### config.mk
export PLATFORM = sky130hd
export DESIGN_NAME = bus_rr_arbiter
export DESIGN_NICKNAME = d
export VERILOG_FILES = /design/src/rtl/bus_rr_arbiter_pkg.sv /design/src/rtl/bus_rr_pick.sv /design/src/rtl/bus_rr_arbiter.sv
export SDC_FILE = /design/constraint.sdc
export NUM_CORES = 1
export LEC_CHECK = 0
export BUFFER_PORTS_ARGS = -buffer_cell sky130_fd_sc_hd__buf_2
export CAP_MARGIN = 10
export CELL_PAD_IN_SITES_DETAIL_PLACEMENT = 0
export CELL_PAD_IN_SITES_GLOBAL_PLACEMENT = 2
export CORE_MARGIN = 2
export CORE_UTILIZATION = 25
export DETAILED_ROUTE_END_ITERATION = 6
export GPL_TIMING_DRIVEN = 0
export PLACE_DENSITY_LB_ADDON = 0.1
export SLEW_MARGIN = 10
export SYNTH_ARGS = -nofsm -noshare
export SYNTH_HDL_FRONTEND = slang
export SYNTH_SLANG_ARGS = --single-unit
### constraint.sdc
create_clock -name clk -period 3.3 [get_ports clk]
set_input_delay 0.33 -clock clk [delete_from_list [all_inputs] [get_ports clk]]
set_output_delay 0.33 -clock clk [all_outputs]
set_load 0.03 [all_outputs]
### src/rtl/bus_rr_arbiter_pkg.sv
// Shared bus-owner types and constants for the system-bus arbiter.
// Latency: n/a (declarations only).
// Backpressure: n/a.
// Contents: bus_owner_t (2-bit owner index), BUS_OWNER_MASTER_0..3,
//           BUS_HOLD_MAX default, ENABLE_/DISABLE_ active-low levels.
package bus_rr_arbiter_pkg;

  // Owner index; doubles as the master-side address/data mux select.
  typedef logic [1:0] bus_owner_t;

  localparam bus_owner_t BUS_OWNER_MASTER_0 = 2'h0;
  localparam bus_owner_t BUS_OWNER_MASTER_1 = 2'h1;
  localparam bus_owner_t BUS_OWNER_MASTER_2 = 2'h2;
  localparam bus_owner_t BUS_OWNER_MASTER_3 = 2'h3;

  localparam int BUS_NUM_M    = 4;
  localparam int BUS_HOLD_MAX = 16;

  // Request and grant lines are active-low.
  localparam logic ENABLE_  = 1'b0;
  localparam logic DISABLE_ = 1'b1;

  // Grant level for master m given the current owner.
  function automatic logic grant_level(input bus_owner_t owner, input bus_owner_t m);
    return (owner == m) ? ENABLE_ : DISABLE_;
  endfunction

endpackage

### src/rtl/bus_rr_pick.sv
// Round-robin next-owner search over the three masters after the current owner.
// Latency: combinational, zero cycles.
// Backpressure: none; pure function of owner and request vector.
// Ports: owner (current owner), req (active-high requests, one bit per master),
//        next_owner (first requester after owner, else owner), found (a requester exists).
module bus_rr_pick
  import bus_rr_arbiter_pkg::*;
(
  input  bus_owner_t owner,
  input  logic [3:0] req,
  output bus_owner_t next_owner,
  output logic       found
);

  bus_owner_t cand;

  // Walk from the farthest candidate back to owner+1 so the nearest one wins.
  // The owner itself is never a candidate; 2-bit addition wraps 3+1 to 0.
  always_comb begin
    next_owner = owner;
    found      = 1'b0;
    cand       = owner;
    for (int k = 3; k >= 1; k--) begin
      cand = owner + 2'(k);
      if (req[cand]) begin
        next_owner = cand;
        found      = 1'b1;
      end
    end
  end

endmodule

### src/rtl/bus_rr_arbiter.sv
// Round-robin arbiter granting the shared system bus to one of four masters.
// Latency: request to grant one cycle; a parked owner already holds its grant.
// Backpressure: owner holds while its req_ is low (bounded by HOLD_MAX when
//   BUS_ARB_HOLD_LIMIT_EN is defined); idle bus parks on the last owner.
// Ports: clk, reset (sync, active-high), m0..m3_req_ (active-low requests),
//        m0..m3_grnt_ (active-low one-hot grants), owner (mux select),
//        hold_err (one-cycle pulse on forced revocation, 0 without the macro).
// Optional feature macro: BUS_ARB_HOLD_LIMIT_EN.
module bus_rr_arbiter
  import bus_rr_arbiter_pkg::*;
#(
  parameter int NUM_M    = BUS_NUM_M,
  parameter int HOLD_MAX = BUS_HOLD_MAX
) (
  input  logic       clk,
  input  logic       reset,
  input  logic       m0_req_,
  input  logic       m1_req_,
  input  logic       m2_req_,
  input  logic       m3_req_,
  output logic       m0_grnt_,
  output logic       m1_grnt_,
  output logic       m2_grnt_,
  output logic       m3_grnt_,
  output bus_owner_t owner,
  output logic       hold_err
);

  bus_owner_t owner_q;
  bus_owner_t owner_d;
  bus_owner_t pick_owner;
  logic       pick_found;
  logic [3:0] req;
  logic       owner_req;
  logic       force_rot;

  // Active-high view of the requests.
  assign req = {m3_req_ == ENABLE_, m2_req_ == ENABLE_,
                m1_req_ == ENABLE_, m0_req_ == ENABLE_};

  assign owner_req = req[owner_q];

  bus_rr_pick u_pick (
    .owner      (owner_q),
    .req        (req),
    .next_owner (pick_owner),
    .found      (pick_found)
  );

`ifdef BUS_ARB_HOLD_LIMIT_EN
  localparam int CW = $clog2(HOLD_MAX) + 1;

  logic [CW-1:0] hold_cnt;
  logic          hold_err_q;

  // pick_found doubles as "another master is waiting": the search skips the owner.
  assign force_rot = owner_req && pick_found && (hold_cnt == CW'(HOLD_MAX - 1));

  always_ff @(posedge clk) begin
    if (reset) begin
      hold_cnt   <= '0;
      hold_err_q <= 1'b0;
    end else begin
      // Count only contended holds; an owner change, a forced rotation or
      // an absent waiter all restart the count.
      if (owner_req && pick_found && !force_rot) begin
        hold_cnt <= hold_cnt + CW'(1);
      end else begin
        hold_cnt <= '0;
      end
      hold_err_q <= force_rot;
    end
  end

  assign hold_err = hold_err_q;
`else
  assign force_rot = 1'b0;
  assign hold_err  = 1'b0;
`endif

  // Hold while the owner requests (unless revoked); otherwise rotate to the
  // next requester, or park when nobody asks.
  always_comb begin
    owner_d = owner_q;
    if ((!owner_req || force_rot) && pick_found) begin
      owner_d = pick_owner;
    end
  end

  always_ff @(posedge clk) begin
    if (reset) begin
      owner_q <= BUS_OWNER_MASTER_0;
    end else begin
      owner_q <= owner_d;
    end
  end

  assign owner    = owner_q;
  assign m0_grnt_ = grant_level(owner_q, BUS_OWNER_MASTER_0);
  assign m1_grnt_ = grant_level(owner_q, BUS_OWNER_MASTER_1);
  assign m2_grnt_ = grant_level(owner_q, BUS_OWNER_MASTER_2);
  assign m3_grnt_ = grant_level(owner_q, BUS_OWNER_MASTER_3);

endmodule

==> flow_metrics.env <==
export IMPL_io_pin_count=13
export IMPL_critPathBufInv=2
export IMPL_die_area_mm2=0.001717
export IMPL_finalHoldViolCount=0
export IMPL_endpoint_kind="flop"
export IMPL_period_share_pct=53.88
export IMPL_grt_max_degree=11
export IMPL_syn_avg_cell_area_um2=7.007
export IMPL_criticalPathCategory="flop to flop"
export IMPL_post_route_min_period_ns=1.778
export IMPL_die_h_um=41.44
export IMPL_syn_area_um2=350.3
export IMPL_max_cap_viol_count=0
export IMPL_cts_made_buffers=3
export IMPL_cts_hold_buf=0
export IMPL_drive_gt1_share_pct=26.98
export IMPL_irDropWorstVdd_uv=360.7
export IMPL_grt_pass1_vias=306
export IMPL_routed_wl_um=827
export IMPL_dpl_hpwl_um=619.3
export IMPL_synth_area_leader_cell="ha_1"
export IMPL_final_util_pct=33.94
export IMPL_drv_slew=0
export IMPL_drtIter0Drc=6
export IMPL_cts_sinks=2
export IMPL_fin_ws_ns=1.522
export IMPL_setup_tns_ns=0
export IMPL_yosys_top_cells_area="ha_1, dfxtp_1, nor2b_1"
export IMPL_largest_reg_flops=2
export IMPL_p_per_area_mw_per_mm2=876.2
export IMPL_status="completed"
export IMPL_clk_latency_ns=0.22
export IMPL_hp_class="primary input to flop"
export IMPL_yosys_warnings=0
export IMPL_crit_family="compound AO/OA/AOI/OAI gates"
export IMPL_post_cts_buffers=0
export IMPL_rsz0062_at_grt="no"
export IMPL_core_area_mm2=0.001301
export IMPL_synth_edf_count=0
export IMPL_synth_top_cell_area_share_pct=14.29
export IMPL_gp_congestion=0.6623
export IMPL_drt_antenna_violating_nets=0
export IMPL_yosys_most_used_dff="dfxtp_1"
export IMPL_crit_fanout=10
export IMPL_start_kind="flop"
export IMPL_drc=0
export IMPL_diodes=0
export IMPL_area_growth_pct=26.07
export IMPL_cts_resized=0
export IMPL_pre_cts_ws_ns=1.510
export IMPL_synthCells=50
export IMPL_worstPathArrival_ns=1.92
export IMPL_via_per_inst=4.718
export IMPL_syn_nets=60
export IMPL_synth_common_cells="inv_1, nor2_1, ha_1, nand3_1, nor2b_1"
export IMPL_slowest_stage="dfxtp_1"
export IMPL_io_buffers=10
export IMPL_clk_pin_slew_ns=0.03
export IMPL_antenna_found_initial=0
export IMPL_finalPower_uw=387.0
export IMPL_synth_most_common_cell="inv_1"
export IMPL_setup_viol=0
export IMPL_slowest_delay_ns=0.37
export IMPL_grt_pass1_wl_um=1283
export IMPL_ys_types=24
export IMPL_crit_chain="buf_4, inv_1, ha_1, nor2b_1, o21ai_1, a311o_1, mux2i_1"
export IMPL_ys_ff_latch=2
export IMPL_ctsLongestPathBuffers=2
export IMPL_clock_fmax_mhz=562.4
export IMPL_worstPathRequired_ns=3.45
export IMPL_htreeDepth=1
export IMPL_tritoncts="built"
export IMPL_synthArstFlopShare_pct=0
export IMPL_first_pass_iters=5
export IMPL_clock_skew_ns=0.00008908
export IMPL_routedWlPerCell_um=10.60
export IMPL_seq_area_frac_synth_pct=11.43
export IMPL_grtUsageTotal_pct=9.392
export IMPL_fin_nets=75
export IMPL_die_w_um=41.44
export IMPL_start_util_pct=26.92
export IMPL_leakage_uw=0.0002124
export IMPL_vias=368
export IMPL_cts_root_buf="clkbuf_4"
export IMPL_rows=13
export IMPL_grt_overflow_total=0
export IMPL_fillerInstances=163
path summary, 6_finish.rpt:
kind / slack [ns] / to / start / depth (start not counted)
max: 1.52 / owner[1] / owner[1] / 7
min: 0.32 / owner[0] / reset / 2
max reg2reg: 1.52 / owner[1] / owner[1] / 7
min reg2reg: 0.67 / owner[0] / owner[0] / 2
layer usage:
metal	wire length, um	share of wire (%)	up-vias	global-route usage [%]
li1	-	-	196	-
met1	433	52	165	12.27
met2	364	44	7	14.37
met3	28	3.4	0	1.304
met4	0	0	0	5.806
met5	0	0	-	0
power breakdown:
part | switching (uW) | internal (uW) | total (uW)
Clock | 12.1 | 40.0 | 52.0
Sequential | 11.4 | 35.0 | 46.4
Combinational | 176 | 112 | 289
Total | 200 | 187 | 387
cell families after synthesis:
logic type	Yosys count	share of synthesized area (%)
and+or+nand+nor	18	26.79
AOI/OAI and AO/OA	13	25.36
buffers and inverters	10	15.35
adders and majority gates	4	14.29
muxes	2	5.715
other	1	1.070
DFF	2	11.43
layout make-up:
class / count / area, um2 / share of cell area [%]
Timing Repair Buffer: 10 / 50.05 / 11.33
Clock buffer: 3 / 22.52 / 5.099
Inverter: 6 / 22.52 / 5.099
Buffer: 4 / 31.28 / 7.082
Multi-Input combinational cell: 38 / 256.5 / 58.07
Sequential cell: 2 / 40.04 / 9.065
Tap cell: 15 / 18.77 / 4.249
per-stage QoR:
| stage | hold WS, ns | instance area [um2] | std cells |
|---|---|---|---|
| after floorplan | 0.4087 | 350.3 | 50 |
| after global placement | 0.5534 | 419.2 | 75 |
| after detailed placement | 0.5434 | 419.2 | 75 |
| after CTS | 0.3117 | 441.7 | 78 |
| after global routing | 0.3078 | 441.7 | 78 |
| final | 0.3155 | 441.7 | 78 |
placed cells by master, fill, tap and decap left out:
cell,Yosys,final
a211oi_1,1,1
a21o_1,1,1
a21oi_1,3,3
a221oi_1,2,2
a311o_1,1,1
a32oi_1,1,1
and2_1,2,2
and2b_1,1,1
buf_2,1,11
buf_4,2,2
buf_6,1,1
clkbuf_4,0,3
conb_1,1,1
dfxtp_1,2,2
ha_1,4,4
inv_1,6,6
mux2i_1,2,2
nand2_1,1,1
nand2b_1,1,1
nand3_1,4,4
nor2_1,5,5
nor2b_1,4,4
o21ai_0,1,1
o21ai_1,1,1
o22ai_1,2,2
Note: power is estimated with default switching activity, not from simulation.
